## src/rtl/fetch_pkg.sv

```systemverilog
// Shared types and defaults for the instruction-fetch / PC stage.
package fetch_pkg;

    // Fetch sequencing: idle, request out, awaiting response, holding for decode.
    typedef enum logic [1:0] {
        IDLE,
        REQ,
        WAIT,
        HOLD
    } fetch_state_t;

    localparam int          PC_W_DEF     = 8;
    localparam int          INSN_W_DEF   = 8;
    localparam int          NPC_W_DEF    = 16;
    localparam logic [7:0]  RESET_PC_DEF = 8'h00;

endpackage

```

## src/rtl/fetch_out_reg.sv

```systemverilog
// Decode-side output register: holds one fetched instruction until decode
// takes it, and counts every instruction decode accepts.
module fetch_out_reg
    import fetch_pkg::*;
#(
    parameter int PC_W   = PC_W_DEF,
    parameter int INSN_W = INSN_W_DEF
) (
    input  logic              clk,
    input  logic              rst,
    input  logic              load,
    input  logic              flush,
    input  logic              ready,
    input  logic [INSN_W-1:0] load_insn,
    input  logic [PC_W-1:0]   load_pc,
    output logic              valid,
    output logic [INSN_W-1:0] insn,
    output logic [PC_W-1:0]   pc,
    output logic [15:0]       insn_cnt
);

    // Load wins, then handshake (consumes and counts even if a flush coincides), then flush.
    always_ff @(posedge clk) begin
        if (rst) begin
            valid    <= 1'b0;
            insn     <= '0;
            pc       <= '0;
            insn_cnt <= '0;
        end else if (load) begin
            valid <= 1'b1;
            insn  <= load_insn;
            pc    <= load_pc;
        end else if (valid && ready) begin
            valid    <= 1'b0;
            insn_cnt <= insn_cnt + 16'd1;
        end else if (flush) begin
            valid <= 1'b0;
        end
    end

endmodule

```

## src/rtl/instr_fetch_pc.sv

```systemverilog
// PC register and fetch sequencer: issues one memory request per instruction,
// hands the response to the next-PC stage and to decode, and handles redirects.
module instr_fetch_pc
    import fetch_pkg::*;
#(
    parameter int              PC_W     = PC_W_DEF,
    parameter int              INSN_W   = INSN_W_DEF,
    parameter int              NPC_W    = NPC_W_DEF,
    parameter logic [PC_W-1:0] RESET_PC = PC_W'(RESET_PC_DEF)
) (
    input  logic              clk,
    input  logic              rst,
    input  logic              en,
    output logic              imem_req_valid,
    input  logic              imem_req_ready,
    output logic [PC_W-1:0]   imem_req_addr,
    input  logic              imem_rsp_valid,
    input  logic [INSN_W-1:0] imem_rsp_data,
    output logic [INSN_W-1:0] npc_insn,
    output logic [PC_W-1:0]   npc_pc,
    input  logic [NPC_W-1:0]  npc_next,
    input  logic              redirect_valid,
    input  logic [PC_W-1:0]   redirect_pc,
    output logic              dec_valid,
    input  logic              dec_ready,
    output logic [INSN_W-1:0] dec_insn,
    output logic [PC_W-1:0]   dec_pc,
    output logic [PC_W-1:0]   pc,
    output logic [15:0]       insn_cnt
);

    fetch_state_t    state, state_nxt;
    logic [PC_W-1:0] pc_nxt;
    logic            redir_pend, pend_nxt;
    logic [PC_W-1:0] redir_tgt, tgt_nxt;
    logic            load, flush, hs, squash;

    // Upper next-PC bits are dropped on purpose so the PC wraps.
    logic npc_unused;
    assign npc_unused = ^npc_next[NPC_W-1:PC_W];

    assign imem_req_addr = pc;
    assign npc_insn      = imem_rsp_data;
    assign npc_pc        = pc;
    assign hs            = dec_valid && dec_ready;
    // A response is dropped if a redirect is pending or arrives alongside it.
    assign squash        = redir_pend || redirect_valid;

    // State, PC and pending-redirect registers.
    always_ff @(posedge clk) begin
        if (rst) begin
            state      <= IDLE;
            pc         <= RESET_PC;
            redir_pend <= 1'b0;
            redir_tgt  <= '0;
        end else begin
            state      <= state_nxt;
            pc         <= pc_nxt;
            redir_pend <= pend_nxt;
            redir_tgt  <= tgt_nxt;
        end
    end

    // Next-state, PC update and request/decode-register control.
    always_comb begin
        state_nxt      = state;
        pc_nxt         = pc;
        pend_nxt       = redir_pend;
        tgt_nxt        = redir_tgt;
        load           = 1'b0;
        flush          = 1'b0;
        imem_req_valid = 1'b0;
        case (state)
            IDLE: begin
                if (redirect_valid) pc_nxt = redirect_pc;
                if (en) state_nxt = REQ;
            end
            REQ: begin
                imem_req_valid = 1'b1;
                if (redirect_valid) begin
                    pend_nxt = 1'b1;
                    tgt_nxt  = redirect_pc;
                end
                if (imem_req_ready) state_nxt = WAIT;
            end
            WAIT: begin
                if (imem_rsp_valid) begin
                    if (squash) begin
                        pc_nxt    = redirect_valid ? redirect_pc : redir_tgt;
                        pend_nxt  = 1'b0;
                        state_nxt = en ? REQ : IDLE;
                    end else begin
                        load      = 1'b1;
                        pc_nxt    = npc_next[PC_W-1:0];
                        state_nxt = HOLD;
                    end
                end else if (redirect_valid) begin
                    pend_nxt = 1'b1;
                    tgt_nxt  = redirect_pc;
                end
            end
            HOLD: begin
                if (redirect_valid) begin
                    pc_nxt = redirect_pc;
                    flush  = !hs;
                end
                if (hs || redirect_valid) state_nxt = en ? REQ : IDLE;
            end
            default: state_nxt = IDLE;
        endcase
    end

    fetch_out_reg #(
        .PC_W   (PC_W),
        .INSN_W (INSN_W)
    ) u_out (
        .clk       (clk),
        .rst       (rst),
        .load      (load),
        .flush     (flush),
        .ready     (dec_ready),
        .load_insn (imem_rsp_data),
        .load_pc   (pc),
        .valid     (dec_valid),
        .insn      (dec_insn),
        .pc        (dec_pc),
        .insn_cnt  (insn_cnt)
    );

endmodule

```

## config.mk

```make
export PLATFORM = sky130hd
export DESIGN_NAME = instr_fetch_pc
export DESIGN_NICKNAME = d
export VERILOG_FILES = /design/src/rtl/fetch_pkg.sv /design/src/rtl/fetch_out_reg.sv /design/src/rtl/instr_fetch_pc.sv
export SDC_FILE = /design/constraint.sdc
export NUM_CORES = 1
export LEC_CHECK = 0
export ABC_AREA = 0
export CORE_AREA = 2 2 95 97
export CTS_CLUSTER_DIAMETER = 200
export CTS_CLUSTER_SIZE = 20
export DETAILED_ROUTE_END_ITERATION = 7
export DIE_AREA = 0 0 97 99
export SLEW_MARGIN = 25
export SYNTH_ARGS = -nofsm -noshare
export SYNTH_HDL_FRONTEND = slang
export SYNTH_SLANG_ARGS = --single-unit
```

## constraint.sdc

```tcl
create_clock -name clk -period 2 [get_ports clk]
set_input_delay 0.4 -clock clk [delete_from_list [all_inputs] [get_ports clk]]
set_output_delay 0.4 -clock clk [all_outputs]
set_load 0.005 [all_outputs]
```

; Word level (Yosys, flattened, before mapping)
; Cells that the tools add are included.
[op_classes]
n_addsub = 1
n_eq_ne = 10
mux = 27
bitwise_logic = 1
reduce_logical = 14
[op_table]
columns = op, n
row1 = 8-bit two-way mux, 5
row2 = 8-bit case mux with 2 select lines, 2
row3 = "16-bit by 1-bit adder with 16-bit output, second input constant", 1
row4 = 1-bit two-way mux, 13
row5 = 2-bit two-way mux, 5
row6 = "2-bit != test, second input constant", 5
row7 = 2-bit case mux with 4 select lines, 1
row8 = 2-bit AND reduction, 3
row9 = "2-bit == test, second input constant", 2
row10 = 4-bit AND reduction, 1
row11 = 2-bit nonzero test, 2
row12 = "3-bit != test, second input constant", 1
row13 = 3-bit AND reduction, 1
row14 = 3-bit nonzero test, 1
row15 = "2-bit by 1-bit == test with 1-bit output, second input constant", 1
row16 = 2-bit logical NOT, 1
row17 = 1-bit logical OR, 2
row18 = "2-bit by 1-bit != test with 1-bit output, second input constant", 1
row19 = 1-bit case mux with 2 select lines, 1
row20 = 2-bit OR reduction, 1
row21 = 1-bit logical AND, 1
row22 = 1-bit logical NOT, 1
row23 = 1-bit NOT, 1
[word_totals]
ff_bits = 52
inputBits = 39
out_inout_bits = 66
elab_cells = 61

; Depth between registers and ports, before layout
; Gate-level depths: netlist of the first run.
[logic_depth]
word_depth = 7
ltp_mapped = 8
ltp_nobuf = 6

; Hierarchy
; From an unflattened synthesis of the first run, not the netlist that was laid out.
[unflattened]
cells_unflattened = 271
hier_area_um2 = 2538.7
[by_module_without_submodules]
columns = mod, n_inst, cells_each, area_per_inst_um2, seq_area_each_um2
row1 = fetch_out_reg, 1, 138, 1355.0, 660.6
row2 = instr_fetch_pc, 1, 133, 1183.6, 380.4

; Least setup slack after synthesis of the first run
; No wires, ideal clock.
[synth_timing]
kind = register -> register
from = register state[0]
to = register u_out.insn_cnt[12]
setup_ns = 0.070
arrival_ns = 1.670
t_required_ns = 1.930
setup_slack_ns = 0.259
stages_incl_launch_ff = 8
path_buffers = 1
period_less_slack_ns = 1.741
path_cell_list = dfxtp_1 inv_1 ha_1 nand4bb_1 nand2b_1 buf_2 or4_1 a21oi_1
[synth_between]
elab_chain_cells = 4
[synth_rtl]
columns = element, line_no
row1 = start: declaration, instr_fetch_pc.sv:32  ; fetch_state_t state, state_nxt;
row2 = start signal: assignment, instr_fetch_pc.sv:57  ; state <= state_nxt;
row3 = 2-bit == test, instr_fetch_pc.sv:73  ; case (state)
row4 = 1-bit two-way mux, instr_fetch_pc.sv:73
row5 = 1-bit NOT (no source line), -
row6 = 2-bit AND reduction (no source line), -
row7 = end signal: assignment, fetch_out_reg.sv:35  ; insn_cnt <= insn_cnt + 16'd1;
row8 = end: declaration, fetch_out_reg.sv:19  ; output logic [15:0] insn_cnt
; Every way passes these cells.
; A chain may end at the register's enable or synchronous reset.

; Worst setup path after layout of the first run
[layout_timing]
from = register state[1]
to = output imem_req_valid
[layout_between]
elab_chain_cells = 2
[layout_rtl]
columns = element, line_no
row1 = 2-bit by 1-bit == test with 1-bit output, instr_fetch_pc.sv:73
row2 = 1-bit two-way mux, instr_fetch_pc.sv:73
row3 = end: declaration, instr_fetch_pc.sv:14  ; output logic imem_req_valid,
; Every way passes these cells.

==> run summary, run 1 <==
commonest cells after routing, fill and taps aside - clkdlybuf4s50_1, nand2_1, dfxtp_1
Hold Path Sink - u_out.insn_cnt[3]
Synth cell types - 38
largest net degree at the start of global routing - 21
Main synth FF type - dfxtp_1
CP Launch Type - flop
Bufs and invs on worst path - 2
critical path fanouts, max - 6
worst-path cell chain - inv_2, ha_4, clkdlybuf4s50_1
register area - 0.00104 mm2
commonest non-fill, non-tap cell in the layout - clkdlybuf4s50_1
Antenna diodes - 0
Yosys top cell by area - dfxtp_1
Setup TNS - 0 ns
top cells by area, synth - dfxtp_1, nand2_1, buf_4, a21oi_1, mux2i_1
GP Congestion - 0.801
Syn Area/Cell - 8.47 um2
min Tclk post-route - 1.86 ns
worst-margin pin slew - 0.314 ns
data required time of the worst path - 1.60 ns
Via density - 4.69
fin. max-slew vios - 0
die area - 0.00960 mm2
core area - 0.00855 mm2
grt ovf - 0
hold-critical path depth - 2
CTS resizes - 1
Die Height - 99 um
Leakage - 1.28 nW
HP Class - primary input to flop
initial DRC count - 57
clk_skew - 0.00659 ns
Initial Util - 29.6%
Synth Warn # - 0
Overall Global Routing Usage - 12.5%
Routed wire per std cell - 12.6 um
critical path's largest stage delay - 0.44 ns
r2r startpoint - state[0]
Final Hold Viols - 0
min-delay src - rst
Num Clock Sinks - 52
DRC viols - 0
final instance area - 0.00359 mm2
CTS tree - done
Clock Tree Root - clkbuf_8
EDFF count, synth - 0
CTS HTree Levels - 2
Reg clk slew, reported paths - 0.09 ns
worst reg2reg path endpoint - u_out.insn_cnt[12]
FP Rows - 34
Max-cap violations - 0
RSZ-0062 raised after global routing - no
final setup fails - 0
CP delay by family, top - buffers and inverters
fmax - 538 MHz
final antenna-violating net count - 0
cells after synthesis - 299
vias in the first global route - 2109
filler instances - 866
period utilization - 93.0%
DR pass1 iterations - 4
area of the mapped netlist - 0.00253 mm2
critical path class - flop to primary output
total wire length - 6120 um
P per Cell Area - 877 mW/mm2
Slowest cell on crit path - dfxtp_1
layout cell share with drive strength beyond 1 - 8.78%
via count - 2270
Seq/Total Area, Yosys - 41.1%
CP endpoint kind - primary output
Net Count, Synth - 345
Final nets - 422
dpl cell area - 0.00349 mm2
chip width - 97 um
cts hold-fix bufs - 0
dpl hpwl - 4620 um
CTS Buffer Depth - 2
Area Growth Syn to Fin - 42.0%
R2R cell count - 6
initial antenna violation count - 0
Power Total - 3.15 mW
Clock Latency Late Sink - 0.30 ns
maximum VDD drop - 0.496 mV
setup bufs post-CTS - 0
Crit path arrival time - 1.46 ns
R2R setup slack - 0.17 ns
area of the multi-input gates - 0.00124 mm2
total CTS buffers - 5
top-area cell type share of the netlist area - 41.1%
first-pass GRT wire length - 10100 um
Buffers on Ports - 96
run status - finished clean
relative slew slack - 79.1%
Async S/R FF share, synth - 0%
Synth Register Bits - 52
# IOs - 105
[where the power goes]
group          switching [mW]  total, mW  internal [mW]
logic                   0.546       1.28          0.736
clock network           0.336      0.574          0.238
registers               0.132       1.29           1.16
total                    1.01       3.15           2.14
[synth_stat cells, types with 2 or more instances]
library cell,count
nor2_1,19
nand3_1,6
clkbuf_1,10
nor2b_1,4
buf_1,2
and4_1,2
or3_1,3
xnor2_1,3
o211ai_1,8
a221oi_1,2
nand2_1,56
xor2_1,4
nand3b_1,2
ha_1,7
buf_2,4
inv_1,6
mux2i_1,17
a21oi_1,35
nand4_1,2
or4_1,6
buf_4,24
dfxtp_1,52
o21ai_0,4
nor3_1,2
o31ai_1,6
[routing by layer]
metal	vias up	routed length [um]	global-route usage (%)
li1	1161	-	-
met1	1036	2860	16.5
met3	5	317	2.98
met5	-	0	0
met4	0	41	2.93
met2	68	2900	20.7
[area by class of cell]
cell class | count | area share (%)
Clock buffer | 5 | 1.92
Clock inverter | 2 | 0.348
Inverter | 6 | 0.627
Multi-Input combinational cell | 200 | 34.6
Sequential cell | 52 | 29.0
Tap cell | 108 | 3.76
Timing Repair Buffer | 111 | 29.7
[registers in the layout (all words and copies together), names as in the netlist]
name	flops
u_out.valid	1
imem_req_addr	8
state	2
redir_tgt	8
u_out.insn_cnt	16
redir_pend	1
u_out.insn	8
u_out.pc	8
[worst reg2reg max path: stages (launching register included)]
cell and delay, ns:
dfxtp_2 0.39, inv_1 0.11, ha_1 0.27, nand4bb_1 0.21, nand2b_2 0.14, or4_1 0.52
a21oi_1 0.14
[kinds of logic after synthesis]
| kind of cell | count (synthesis) | synth area share, % |
|---|---|---|
| simple gates | 109 | 21.0 |
| fa+ha+maj | 7 | 3.46 |
| mux | 17 | 6.72 |
| buf+inv | 47 | 11.0 |
| flops | 52 | 41.1 |
| compound gates | 60 | 14.3 |
| xor+xnor | 7 | 2.42 |
[worst max-delay path by stage]
stage,start,to,depth (start not counted)
floorplan,state[0],u_out.insn_cnt[12],7
global placement,dec_ready,u_out.insn_cnt[14],5
detailed placement,dec_ready,u_out.insn_cnt[12],5
CTS,state[1],imem_req_valid,3
global route,state[1],imem_req_valid,3
finish,state[1],imem_req_valid,3
[per-stage QoR]
stage	std cells	hold slack, ns	util, %	worst slack (ns)
final	484	0.452	42.0	0.140
after global routing	484	0.461	42.0	0.0413
after CTS	484	0.451	41.8	0.0202
after detailed placement	477	0.446	40.9	-0.0394
after global placement	477	0.442	40.9	-0.0329
after floorplan	299	0.453	-	0.259
No activity file was read; power rests on OpenSTA's default activity.
==> run 2, diff against run 1 <==
Settings changed: CORE_AREA 2 2 95 97 to 2 2 100 93, DIE_AREA 0 0 97 99 to 0 0 102 95.
==> run 2 against run 1 <==
Against the previous run: wire length increased by 6.3%; clock skew increased by 0.0088 ns; clock-buffer cell count unchanged; first-iteration DRC count increased by 25%; global-route usage increased by 1.2 points; final cell count increased by 3.9%; clock power increased by 25%; flip-flop and latch count unchanged; hold slack improved by 0.0065 ns; setup slack got worse by 0.082 ns; maximum frequency decreased by 4.2%.
==> run summary, run 2 (synthesis gave the netlist of run 1 again) <==
core area - 0.00875 mm2 (+2.4%)
final setup fails - 0 (unchanged)
filler instances - 903 (+4.3%)
CTS Buffer Depth - 2 (unchanged)
setup bufs post-CTS - 0 (unchanged)
Initial Util - 28.9% (-0.69 points)
Reg clk slew, reported paths - 0.09 ns (about the same)
Buffers on Ports - 96 (unchanged)
GP Congestion - 0.837 (+4.5%)
HP Class - flop to flop
critical path fanouts, max - 6 (unchanged)
initial antenna violation count - 0 (unchanged)
via count - 2272 (+0.088%)
hold-critical path depth - 2 (unchanged)
total CTS buffers - 5 (unchanged)
dpl hpwl - 4940 um (+7.1%)
Num Clock Sinks - 52 (unchanged)
Clock Tree Root - clkbuf_8
initial DRC count - 71 (+25%)
worst reg2reg path endpoint - state[1]
P per Cell Area - 911 mW/mm2 (+3.9%)
min Tclk post-route - 1.94 ns (+0.0824 ns)
Leakage - 1.32 nW (+3.4%)
R2R cell count - 8 (+2)
first-pass GRT wire length - 10500 um (+4.4%)
Final nets - 426 (+0.95%)
layout cell share with drive strength beyond 1 - 10.5% (+1.7 points)
clk_skew - 0.0153 ns (+0.00875 ns)
fin. max-slew vios - 0 (unchanged)
vias in the first global route - 2143 (+1.6%)
Die Height - 95 um (-4.0%)
Hold Path Sink - u_out.insn[1]
critical path class - flop to primary output
commonest cells after routing, fill and taps aside - clkdlybuf4s50_1, nand2_1, dfxtp_1
FP Rows - 33 (-2.9%)
RSZ-0062 raised after global routing - yes
CTS resizes - 2 (+1)
relative slew slack - 54.8% (-24 points)
maximum VDD drop - 0.479 mV (-3.3%)
period utilization - 97.1% (+4.1 points)
Via density - 4.52 (-3.7%)
DR pass1 iterations - 4 (unchanged)
CP Launch Type - flop
min-delay src - u_out.insn[1]
grt ovf - 0 (unchanged)
R2R setup slack - 0.14 ns (-0.03 ns)
WHS - 0.458 ns (+0.00646 ns)
CTS HTree Levels - 2 (unchanged)
run status - finished clean
data required time of the worst path - 1.60 ns (about the same)
Routed wire per std cell - 12.9 um (+2.3%)
Crit path arrival time - 1.54 ns (+0.08 ns)
Final Hold Viols - 0 (unchanged)
worst-margin pin slew - 0.678 ns (+0.364 ns)
Setup TNS - 0 ns (unchanged)
commonest non-fill, non-tap cell in the layout - clkdlybuf4s50_1
cts hold-fix bufs - 0 (unchanged)
# IOs - 105 (unchanged)
CTS tree - done
Max-cap violations - 0 (unchanged)
number of flip-flops in the largest register - 16 (unchanged)
Antenna diodes - 0 (unchanged)
die area - 0.00969 mm2 (+0.91%)
Reg with most FFs - u_out.insn_cnt
CP endpoint kind - primary output
Overall Global Routing Usage - 13.6% (+1.2 points)
fmax - 515 MHz (-4.2%)
Area Growth Syn to Fin - 46.6%
largest net degree at the start of global routing - 34 (+62%)
DRC viols - 0 (unchanged)
final antenna-violating net count - 0 (unchanged)
chip width - 102 um (+5.2%)
r2r startpoint - state[0]
Power Total - 3.38 mW (+7.3%)
Clock Latency Late Sink - 0.31 ns (about the same)
total wire length - 6510 um (+6.3%)
[run 2: changes by cell type in the layout (fill, tap and decap cells not counted), sizes merged]
cell | previous run | this run
buf | 16 | 20
bufinv | 0 | 1
[run 2: per-stage QoR]
stage / setup slack (ns) / util, % / instance area [um2] / std cells
CTS: 0.00431 / 42.1 / 3680 / 503
global placement: -0.159 / 40.7 / 3570 / 495
finish: 0.0574 / 42.4 / 3710 / 503
detailed placement: -0.203 / 40.7 / 3570 / 495
global route: -0.0281 / 42.4 / 3710 / 503
floorplan: 0.259 / - / 2530 / 299
[run 2: final cells by class]
type | instances | area, um2 | share of cell area, %
timing repair buffer | 115 | 1120 | 30.3
sequential | 52 | 1040 | 28.1
clock buffer | 5 | 68.8 | 1.85
tap | 122 | 153 | 4.11
inverter | 6 | 22.5 | 0.607
clock inverter | 3 | 42.5 | 1.15
multi-input combinational | 200 | 1260 | 33.9
[run 2: worst max path at each step]
stage	endpoint	slack, ns	from
CTS	imem_req_valid	0.004	state[1]
global route	imem_req_valid	-0.03	state[1]
detailed placement	u_out.insn_cnt[14]	-0.20	redirect_valid
finish	imem_req_valid	0.06	state[1]
global placement	u_out.insn_cnt[14]	-0.16	redirect_valid
floorplan	u_out.insn_cnt[12]	0.26	state[0]
[run 2: report_power, final]
group	total [mW]	internal, mW	leakage, nW	switching [mW]
registers	1.31	1.16	0.422	0.143
logic	1.36	0.784	0.849	0.575
clock network	0.717	0.371	0.0541	0.346
total	3.38	2.32	1.32	1.06
[run 2: metal layers]
| metal | vias to the layer above | wire length [um] | GRT usage (%) |
|---|---|---|---|
| met5 | - | 0 | 0 |
| met4 | 0 | 44 | 3.33 |
| met3 | 4 | 321 | 2.66 |
| met2 | 64 | 2990 | 21.9 |
| met1 | 1032 | 3150 | 18.8 |
| li1 | 1172 | - | - |
[run 2: critical path, cell delays in order, from the launching register on]
cell and delay [ns]:
dfxtp_1 0.37, inv_2 0.11, ha_2 0.24, clkdlybuf4s50_1 0.52
